[src/rtl/cpu_clock_ctrl_pkg.sv]
// Shared types and default parameters for the CPU clock controller.
package cpu_clock_ctrl_pkg;

  typedef enum logic [1:0] {
    IDLE   = 2'd0,
    RUN    = 2'd1,
    STEP   = 2'd2,
    HALTED = 2'd3
  } state_t;

  localparam int CNT_WIDTH_DEF       = 26;
  localparam int DIV0_DEF            = 50_000_000;
  localparam int DIV1_DEF            = 5_000_000;
  localparam int DIV2_DEF            = 500_000;
  localparam int DIV3_DEF            = 2;
  localparam int DEBOUNCE_CYCLES_DEF = 250_000;

endpackage

[src/rtl/cpu_clock_ctrl_if.sv]
// Control/status bundle between the board inputs, the clock controller and the CPU.
interface cpu_clock_ctrl_if;
  logic [1:0]  div_sel;
  logic        run;
  logic        step_btn;
  logic        halt_req;
  logic        cpu_clk;
  logic        cpu_tick;
  logic [1:0]  ctrl_state;
  logic [15:0] tick_count;

  modport master (
    output div_sel, run, step_btn, halt_req,
    input  cpu_clk, cpu_tick, ctrl_state, tick_count
  );

  modport slave (
    input  div_sel, run, step_btn, halt_req,
    output cpu_clk, cpu_tick, ctrl_state, tick_count
  );
endinterface

[src/rtl/cpu_clock_ctrl_btn_debounce.sv]
// Push-button conditioner: 2-FF synchroniser, stability counter, debounced level
// and a one-cycle pulse on each accepted 0->1 transition.
module btn_debounce #(
  parameter int DEBOUNCE_CYCLES = 250_000
) (
  input  logic clk,
  input  logic rst,
  input  logic btn,
  output logic level,
  output logic press
);
  localparam int CW = (DEBOUNCE_CYCLES > 1) ? $clog2(DEBOUNCE_CYCLES) : 1;
  localparam logic [CW-1:0] LAST = CW'(DEBOUNCE_CYCLES - 1);

  logic          sync1;
  logic          sync2;
  logic [CW-1:0] cnt;

  always_ff @(posedge clk or posedge rst) begin
    if (rst) begin
      sync1 <= 1'b0;
      sync2 <= 1'b0;
      cnt   <= '0;
      level <= 1'b0;
      press <= 1'b0;
    end else begin
      sync1 <= btn;
      sync2 <= sync1;
      press <= 1'b0;
      // Any sample agreeing with the current level restarts the stability window.
      if (sync2 == level) begin
        cnt <= '0;
      end else if (cnt == LAST) begin
        cnt   <= '0;
        level <= sync2;
        press <= sync2;
      end else begin
        cnt <= cnt + 1'b1;
      end
    end
  end
endmodule

[src/rtl/cpu_clock_ctrl.sv]
// Glitch-free CPU clock divider with run/halt/single-step control.
// Optional tick counter enabled by defining CPU_CLOCK_CTRL_TICK_COUNTER_EN.
module cpu_clock_ctrl
  import cpu_clock_ctrl_pkg::*;
#(
  parameter int CNT_WIDTH       = CNT_WIDTH_DEF,
  parameter int DIV0            = DIV0_DEF,
  parameter int DIV1            = DIV1_DEF,
  parameter int DIV2            = DIV2_DEF,
  parameter int DIV3            = DIV3_DEF,
  parameter int DEBOUNCE_CYCLES = DEBOUNCE_CYCLES_DEF
) (
  input logic            MCLK,
  input logic            reset_clk,
  cpu_clock_ctrl_if.slave bus
);
  localparam logic [CNT_WIDTH-1:0] H0_M1 = CNT_WIDTH'(DIV0 / 2 - 1);
  localparam logic [CNT_WIDTH-1:0] H1_M1 = CNT_WIDTH'(DIV1 / 2 - 1);
  localparam logic [CNT_WIDTH-1:0] H2_M1 = CNT_WIDTH'(DIV2 / 2 - 1);
  localparam logic [CNT_WIDTH-1:0] H3_M1 = CNT_WIDTH'(DIV3 / 2 - 1);

  state_t               state, state_nxt;
  logic [CNT_WIDTH-1:0] cnt, cnt_nxt, half_m1;
  logic [1:0]           div_reg, div_nxt;
  logic                 clk_q, clk_nxt;
  logic                 tick_q, tick_nxt;
  logic                 run_s1, run_s2;
  logic                 step_level, step_press, start_step;
  logic                 at_top, rise, fall;

  btn_debounce #(.DEBOUNCE_CYCLES(DEBOUNCE_CYCLES)) u_step_debounce (
    .clk   (MCLK),
    .rst   (reset_clk),
    .btn   (bus.step_btn),
    .level (step_level),
    .press (step_press)
  );

  assign start_step = step_press & step_level;

  always_comb begin
    case (div_reg)
      2'd0:    half_m1 = H0_M1;
      2'd1:    half_m1 = H1_M1;
      2'd2:    half_m1 = H2_M1;
      default: half_m1 = H3_M1;
    endcase
  end

  assign at_top = (cnt == half_m1);
  assign rise   = at_top & ~clk_q;
  assign fall   = at_top & clk_q;

  always_ff @(posedge MCLK or posedge reset_clk) begin
    if (reset_clk) begin
      state   <= IDLE;
      cnt     <= '0;
      div_reg <= 2'd0;
      clk_q   <= 1'b0;
      tick_q  <= 1'b0;
      run_s1  <= 1'b0;
      run_s2  <= 1'b0;
    end else begin
      state   <= state_nxt;
      cnt     <= cnt_nxt;
      div_reg <= div_nxt;
      clk_q   <= clk_nxt;
      tick_q  <= tick_nxt;
      run_s1  <= bus.run;
      run_s2  <= run_s1;
    end
  end

  always_comb begin
    state_nxt = state;
    cnt_nxt   = cnt;
    div_nxt   = div_reg;
    clk_nxt   = clk_q;
    tick_nxt  = 1'b0;
    case (state)
      IDLE: begin
        cnt_nxt = '0;
        clk_nxt = 1'b0;
        div_nxt = bus.div_sel;
        if (run_s2)          state_nxt = RUN;
        else if (start_step) state_nxt = STEP;
      end
      RUN: begin
        // The would-be rising toggle is the only place the clock may stop.
        if (rise) begin
          cnt_nxt = '0;
          if (bus.halt_req) begin
            state_nxt = HALTED;
          end else if (!run_s2) begin
            state_nxt = IDLE;
          end else begin
            clk_nxt  = 1'b1;
            tick_nxt = 1'b1;
            div_nxt  = bus.div_sel;
          end
        end else if (fall) begin
          cnt_nxt = '0;
          clk_nxt = 1'b0;
        end else begin
          cnt_nxt = cnt + 1'b1;
        end
      end
      STEP: begin
        if (rise) begin
          cnt_nxt  = '0;
          clk_nxt  = 1'b1;
          tick_nxt = 1'b1;
          div_nxt  = bus.div_sel;
        end else if (fall) begin
          cnt_nxt   = '0;
          clk_nxt   = 1'b0;
          state_nxt = IDLE;
        end else begin
          cnt_nxt = cnt + 1'b1;
        end
      end
      HALTED: begin
        clk_nxt = 1'b0;
        if (!run_s2) state_nxt = IDLE;
      end
      default: state_nxt = IDLE;
    endcase
  end

  assign bus.cpu_clk    = clk_q;
  assign bus.cpu_tick   = tick_q;
  assign bus.ctrl_state = state;

`ifdef CPU_CLOCK_CTRL_TICK_COUNTER_EN
  logic [15:0] tick_cnt;

  always_ff @(posedge MCLK or posedge reset_clk) begin
    if (reset_clk)                          tick_cnt <= '0;
    else if (tick_nxt && tick_cnt != 16'hFFFF) tick_cnt <= tick_cnt + 16'd1;
  end

  assign bus.tick_count = tick_cnt;
`else
  assign bus.tick_count = '0;
`endif
endmodule

[src/flat_wrapper.sv]
// flat-port wrapper written by rule: the top's interface ports become plain ports
module cpu_clock_ctrl_flat import cpu_clock_ctrl_pkg::*;
#(
  parameter int CNT_WIDTH       = CNT_WIDTH_DEF,
  parameter int DIV0            = DIV0_DEF,
  parameter int DIV1            = DIV1_DEF,
  parameter int DIV2            = DIV2_DEF,
  parameter int DIV3            = DIV3_DEF,
  parameter int DEBOUNCE_CYCLES = DEBOUNCE_CYCLES_DEF
)
  (MCLK, reset_clk, bus_div_sel, bus_run, bus_step_btn, bus_halt_req, bus_cpu_clk, bus_cpu_tick, bus_ctrl_state, bus_tick_count);
  cpu_clock_ctrl_if bus_i ();
  input logic MCLK;
  input logic reset_clk;
  input wire logic [$bits(bus_i.div_sel)-1:0] bus_div_sel;
  input wire logic [$bits(bus_i.run)-1:0] bus_run;
  input wire logic [$bits(bus_i.step_btn)-1:0] bus_step_btn;
  input wire logic [$bits(bus_i.halt_req)-1:0] bus_halt_req;
  output wire logic [$bits(bus_i.cpu_clk)-1:0] bus_cpu_clk;
  output wire logic [$bits(bus_i.cpu_tick)-1:0] bus_cpu_tick;
  output wire logic [$bits(bus_i.ctrl_state)-1:0] bus_ctrl_state;
  output wire logic [$bits(bus_i.tick_count)-1:0] bus_tick_count;
  assign bus_i.div_sel = bus_div_sel;
  assign bus_i.run = bus_run;
  assign bus_i.step_btn = bus_step_btn;
  assign bus_i.halt_req = bus_halt_req;
  assign bus_cpu_clk = bus_i.cpu_clk;
  assign bus_cpu_tick = bus_i.cpu_tick;
  assign bus_ctrl_state = bus_i.ctrl_state;
  assign bus_tick_count = bus_i.tick_count;
  cpu_clock_ctrl #(.CNT_WIDTH(CNT_WIDTH), .DIV0(DIV0), .DIV1(DIV1), .DIV2(DIV2), .DIV3(DIV3), .DEBOUNCE_CYCLES(DEBOUNCE_CYCLES)) u_core (.MCLK(MCLK), .reset_clk(reset_clk), .bus(bus_i));
endmodule
[config.mk]
export PLATFORM = sky130hd
export DESIGN_NAME = cpu_clock_ctrl_flat
export DESIGN_NICKNAME = d
export VERILOG_FILES = /design/src/rtl/cpu_clock_ctrl_pkg.sv /design/src/rtl/cpu_clock_ctrl_if.sv /design/src/rtl/cpu_clock_ctrl_btn_debounce.sv /design/src/rtl/cpu_clock_ctrl.sv /design/src/flat_wrapper.sv
export SDC_FILE = /design/constraint.sdc
export NUM_CORES = 1
export LEC_CHECK = 0
export ABC_AREA = 0
export CAP_MARGIN = 0
export CELL_PAD_IN_SITES_DETAIL_PLACEMENT = 1
export CELL_PAD_IN_SITES_GLOBAL_PLACEMENT = 2
export CORE_MARGIN = 2
export CORE_UTILIZATION = 36
export CTS_CLUSTER_SIZE = 24
export DETAILED_ROUTE_END_ITERATION = 16
export GPL_TIMING_DRIVEN = 0
export HOLD_SLACK_MARGIN = 0.15
export PLACE_DENSITY = 0.83
export SYNTH_ARGS = -nofsm -noshare
export SYNTH_HDL_FRONTEND = slang
export SYNTH_SLANG_ARGS = --single-unit
[constraint.sdc]
create_clock -name MCLK -period 4.02 [get_ports MCLK]
set_input_delay 0.402 -clock MCLK [delete_from_list [all_inputs] [get_ports MCLK]]
set_output_delay 0.402 -clock MCLK [all_outputs]
set_load 0.1 [all_outputs]
After elaboration in Yosys (flattened, before gate mapping)
Index checks and enable logic that the tools add are counted.

Muxes and demuxes: 32. Bitwise operators: 5. Eq/ne operators: 17. Add/sub/neg operators: 2. Reductions and logical operators: 10.

Operators with widths (number): case mux 25 bit (3 select lines) (1); 2-to-1 mux 26 bit (2); case mux 26 bit (2 select lines) (1); 2-to-1 mux 18 bit (2); adder 26 x 1 -> 26 bit, second input constant (1); == test 26 x 25 -> 1 bit (1); 2-to-1 mux 2 bit (11); adder 18 x 1 -> 18 bit, second input constant (1); == test 18 bit, second input constant (1); 2-to-1 mux 1 bit (11); inequality test 2 x 1 -> 1 bit, second input constant (4); case mux 2 bit (4 select lines) (1); == test 2 bit, second input constant (3); case mux 2 bit (3 select lines) (1); AND reduction 5 bit (1); == test 2 x 1 -> 1 bit, second input constant (2); logical NOT 2 bit (2); inequality test 2 bit, second input constant (2); AND reduction 2 bit (2); AND reduction 4 bit (1); OR reduction 2 bit (2); bitwise AND 1 bit (3); inequality test 3 x 1 -> 1 bit, second input constant (1); inequality test 3 x 2 -> 1 bit, second input constant (1); other kinds (7) (8).

Input port bits: 7. Bits in registers: 56. Output and inout port bits: 20. Word-level logic and storage cells: 78.

Depth between registers and ports, before layout
Depth in word-level cells: 7. Depth in mapped cells: 12. Depth with buffers taken out: 11.

Hierarchy
From an unflattened synthesis, not the netlist that was laid out.

Cell total of the unflattened synthesis: 344. Area total of the unflattened synthesis: 3269.4 um^2.

Modules (own cells, without submodules): cpu_clock_ctrl (area an instance 2222.1 um^2, seq. area each 850.8 um^2, instances 1, cells each 245); btn_debounce (area an instance 1047.3 um^2, seq. area each 550.5 um^2, instances 1, cells each 99).

Least setup slack after synthesis
No wires, ideal clock.

Path type: register to register. Start: register u_core.div_reg[0]. End: register u_core.state[1], in the netlist u_core.bus.ctrl_state[1]. Stages on the path, launching flop included: 12. Path slack: 958 ps. Data arrival time: 2940 ps. Path buffers: 0. Cell sequence: dfrtp_1 -> inv_1 -> ha_1 -> or3_1 -> a22oi_1 -> o211ai_1 -> nor4_1 -> ha_1 -> inv_1 -> a222oi_1 -> o21ai_0 -> a22o_1.

Cells in the longest elaborated chain, start to end: 6. Elaborated cells on any way between the ends: 11. Classes of those cells: eq/ne: 6; mux: 1; bitwise: 2; reduce/logical: 2.

Ends and longest elaborated chain: start, declared (line cpu_clock_ctrl.sv:24) `logic [1:0] div_reg, div_nxt;`; start signal, assigned (line cpu_clock_ctrl.sv:66) `div_reg <= div_nxt;`; == test 2 bit, or another cell as far along (line cpu_clock_ctrl.sv:42) `case (div_reg)`; case mux 25 bit (3 select lines) (*) (line cpu_clock_ctrl.sv:42); == test 26 x 25 -> 1 bit (*) (line cpu_clock_ctrl.sv:50) `assign at_top = (cnt == half_m1);`; bitwise AND 1 bit, on equally long branches (line cpu_clock_ctrl.sv:51, cpu_clock_ctrl.sv:52); inequality test 2 bit (no line) or inequality test 2 x 1 -> 1 bit (tied branches); AND reduction 4 bit (no line) (*); end signal, assigned (line cpu_clock_ctrl.sv:64) `state <= state_nxt;`; end, declared (line cpu_clock_ctrl.sv:22) `state_t state, state_nxt;`.

Mark *: on every way between the ends. The rest lies on a longest branch, timed or not. A chain may end at the register's enable or synchronous reset.

Worst setup path after layout
Same ends and word-level chain as after synthesis.

==> impl_results.md <==
- Outcome: completed
- Clk sinks: 56
- Biggest regs: u_core.cnt x26, u_core.u_step_debounce.cnt x18
- Routed vias: roughly 2600
- Vias in the first global route: 2605
- Yosys cell types: 48
- Most used DFF post-synth: dfrtp_1
- Cell taking the most area after synthesis: dfrtp_1
- Crit end category: flip-flop
- Final nets: ~400
- Clock buffer depth: 2
- Pin count of the biggest net entering global routing: 35
- Period utilisation layout: about nine tenths
- Worst skew pair latency: approximately 310 ps
- Final setup viols: 0
- Worst hold path class: reg2reg
- Combinational family with the most area after synthesis: simple AND/OR/NAND/NOR gates
- Startpoint types: flip-flop
- Simple-Gate Fraction of Synth Area: 25.9%
- Register bit count reported by yosys: 56
- Top-area cell type share of the netlist area: between 40% and 50%
- Main area contributors after synthesis: dfrtp_1 (43%), ha_1 (5.4%), xnor2_1 (4.6%)
- First-pass GRT wire length: 12600 µm
- Fin. max-slew vios: 0
- Post-DP HPWL: between 5000 and 6000 µm
- Top reg by flops: u_core.cnt
- Hold-fix buffers, CTS: 0
- Max_cap viols: 0
- Largest register FFs: 26
- CP arrival: between 3000 and 4000 ps
- Root Buffer: clkbuf_8
- GR Util All Layers: 15.7%
- Adder-cell area share of the yosys netlist: 5.40%
- Layout cells sized above 1: 9.33%
- Hold Vio Cnt, Final: 0
- Async SR Flop Fraction: between 90% and 100%
- FP Rows: 34
- Crit-path slowest cell: a222oi_1
- Setup Crit Path Kind: reg2reg
- Register area share after synthesis: 43.2%
- Post-Syn Area per Cell: 9.21 µm²
- CTS clk-pin slew, worst paths: ~90 ps
- Initial Utilization: 37.2%
- Multi-input gate area: 1670 µm²
- Layout Skew: 13.7 ps
- Hold WS: 359 ps
- Worst-Margin Slew: 972 ps
- Die Y: 98.9 µm
- Leak: between 1.5 and 2 nW
- # fillers: 1034
- DRC: 0
- Core Region: 8720 µm²
- Yosys Warn Count: 0
- RSZ-0062 raised after global routing: no
- Routed Wire Length: 7460 µm
- Port-buffer cells: 10
- Post-synth EDFFs: 0
- 1st-iter DRT viols: 42
- I/O Pins: 27
- VDD IR max: ~0.26 mV
- Critical Path Fanout Max: 8
- # diodes: 0
- Reg area: around 1400 µm²
- GP Congestion: 0.768
- CP cell instances: inv_1 -> ha_1 -> or3_1 -> a22oi_1 -> o211ai_1 -> nor4_1 -> ha_1 -> inv_1 -> a222oi_1 -> o21ai_0 -> a22o_1
- Complex-gate fraction of the synthesized area: around a tenth
- Gr ovfl total: 0
- Rel. slew slack: 35.0%
- Xor/xnor share of the synthesized area: 6.21%
- Fmax achieved: 275 MHz
- Worst EP required: 4220 ps
- Detail Route Antenna Nets: 0
- Cells after Synth: approximately 350
- Pwr dens: ~440 nW/µm²
- Die area: 9780 µm²
- CTS tree: built
- Drt via density: ~5.3
- Router iterations before antenna repair: 4
- Max stage delay on crit path: 560 ps
- H-tree depth: 2
- Multiplexer share of the synthesized area: 2.28%
- Initial antenna violation count: 0
- Minimum clock period: 3630 ps
- Placed cells: 486
- Routed length per instance: 15.1 µm
- Synthesized area: 3240 µm²
- Layout area overhead: 12.5%
- Die W: 98.9 µm
- Post-Layout Cell Count: 494
- Num CTS Buffers: 5
==> final timing paths <==
kind,startpoint,end,slack (ps),depth (start not counted)
min in group asynchronous,reset_clk,u_core.cnt[22],440,2
setup / recovery,u_core.div_reg[0],u_core.bus.ctrl_state[1],390,11
hold / removal,u_core.run_s1,u_core.run_s2,360,0
max in group asynchronous,reset_clk,u_core.u_step_debounce.cnt[8],3020,3
setup reg to reg,u_core.div_reg[0],u_core.bus.ctrl_state[1],390,11
hold reg to reg,u_core.run_s1,u_core.run_s2,360,0
==> cell usage in the layout, fill, tap and decap left out, types with 4 or more instances in the layout <==
| cell type | netlist | layout |
|---|---|---|
| or4_1 | 8 | 8 |
| clkbuf_1 | 6 | 6 |
| clkdlybuf4s50_1 | 0 | 10 |
| and4_1 | 5 | 5 |
| and3_1 | 4 | 4 |
| xnor2_1 | 17 | 17 |
| buf_4 | 16 | 16 |
| or3_1 | 11 | 11 |
| xor2_1 | 6 | 6 |
| nand3_1 | 19 | 19 |
| o21ai_0 | 19 | 19 |
| ha_1 | 14 | 14 |
| o31ai_1 | 5 | 5 |
| nand2b_1 | 7 | 7 |
| clkbuf_8 | 0 | 6 |
| a21oi_1 | 17 | 17 |
| nor4_1 | 12 | 12 |
| nor2_1 | 34 | 34 |
| nand2_1 | 21 | 21 |
| mux2i_1 | 4 | 4 |
| dfrtp_1 | 56 | 56 |
| nand4_1 | 14 | 14 |
| inv_1 | 16 | 15 |
| nor3_1 | 7 | 7 |
| conb_1 | 1 | 16 |
==> timing repair <==
item,in CTS,in global routing
setup endpoints to repair,10,10
cloned,0,0
gates resized for setup,1,2
buffers inserted,0,0
==> critical path, delay by kind of cell (launching register included) <==
kind	cells	cell delay (ps)
buffers and inverters	2	190
DFF	1	500
adders and majority gates	2	710
and+or+nand+nor	2	860
AOI/OAI and AO/OA	5	1280
==> synth_stat cells (8+ instances only) <==
cell,instances
o21ai_0,19
inv_1,16
buf_4,16
a21oi_1,17
nand2_1,21
dfrtp_1,56
nor2_1,34
nand4_1,14
or3_1,11
ha_1,14
xnor2_1,17
nand3_1,19
nor4_1,12
or4_1,8
==> through the flow <==
| stage | setup TNS, ps | total power, mW | util [%] | setup slack, ps | cell area [µm²] |
|---|---|---|---|---|---|
| after CTS | 0 | 1.64 | 41.8 | 134 | 3640 |
| after global routing | 0 | 1.73 | 41.8 | 86.2 | 3650 |
| final | 0 | 1.61 | 41.8 | 387 | 3650 |
| after detailed placement | -226 | 1.31 | 40.7 | -44.5 | 3550 |
| after floorplan | 0 | 1.14 | - | 958 | 3300 |
| after global placement | 0 | 1.29 | 40.5 | 108 | 3530 |
==> final cells by class <==
| class | count | area share (%) |
|---|---|---|
| multi-input combinational | 269 | 45.9 |
| sequential | 56 | 38.4 |
| buffer | 26 | 4.53 |
| tap | 108 | 3.71 |
| timing repair buffer | 11 | 3.29 |
| clock buffer | 8 | 2.47 |
| inverter | 16 | 1.65 |
==> per-layer routing <==
| layer | part of all wire, % | up-vias | wire length (µm) | track usage [%] |
|---|---|---|---|---|
| li1 | - | 1294 | - | - |
| met1 | 48 | 1288 | 3570 | 20.9 |
| met2 | 49 | 23 | 3670 | 27.1 |
| met3 | 2.3 | 5 | 169 | 2.55 |
| met4 | 0.64 | 0 | 48 | 2.85 |
| met5 | 0 | - | 0 | 0 |
==> cell families after synthesis <==
group,Yosys count
buf+inv,42
compound gates,55
other cells,1
flops,56
mux,7
simple gates,154
fa+ha+maj,14
xor+xnor,23
==> power by group <==
| part | switching (mW) | leakage (nW) | total, mW | internal [mW] |
|---|---|---|---|---|
| registers | 0.0477 | 0.762 | 0.644 | 0.597 |
| logic | 0.428 | 0.732 | 0.645 | 0.217 |
| clock network | 0.184 | 0.0455 | 0.325 | 0.141 |
Note: power is estimated with default switching activity, not from simulation.
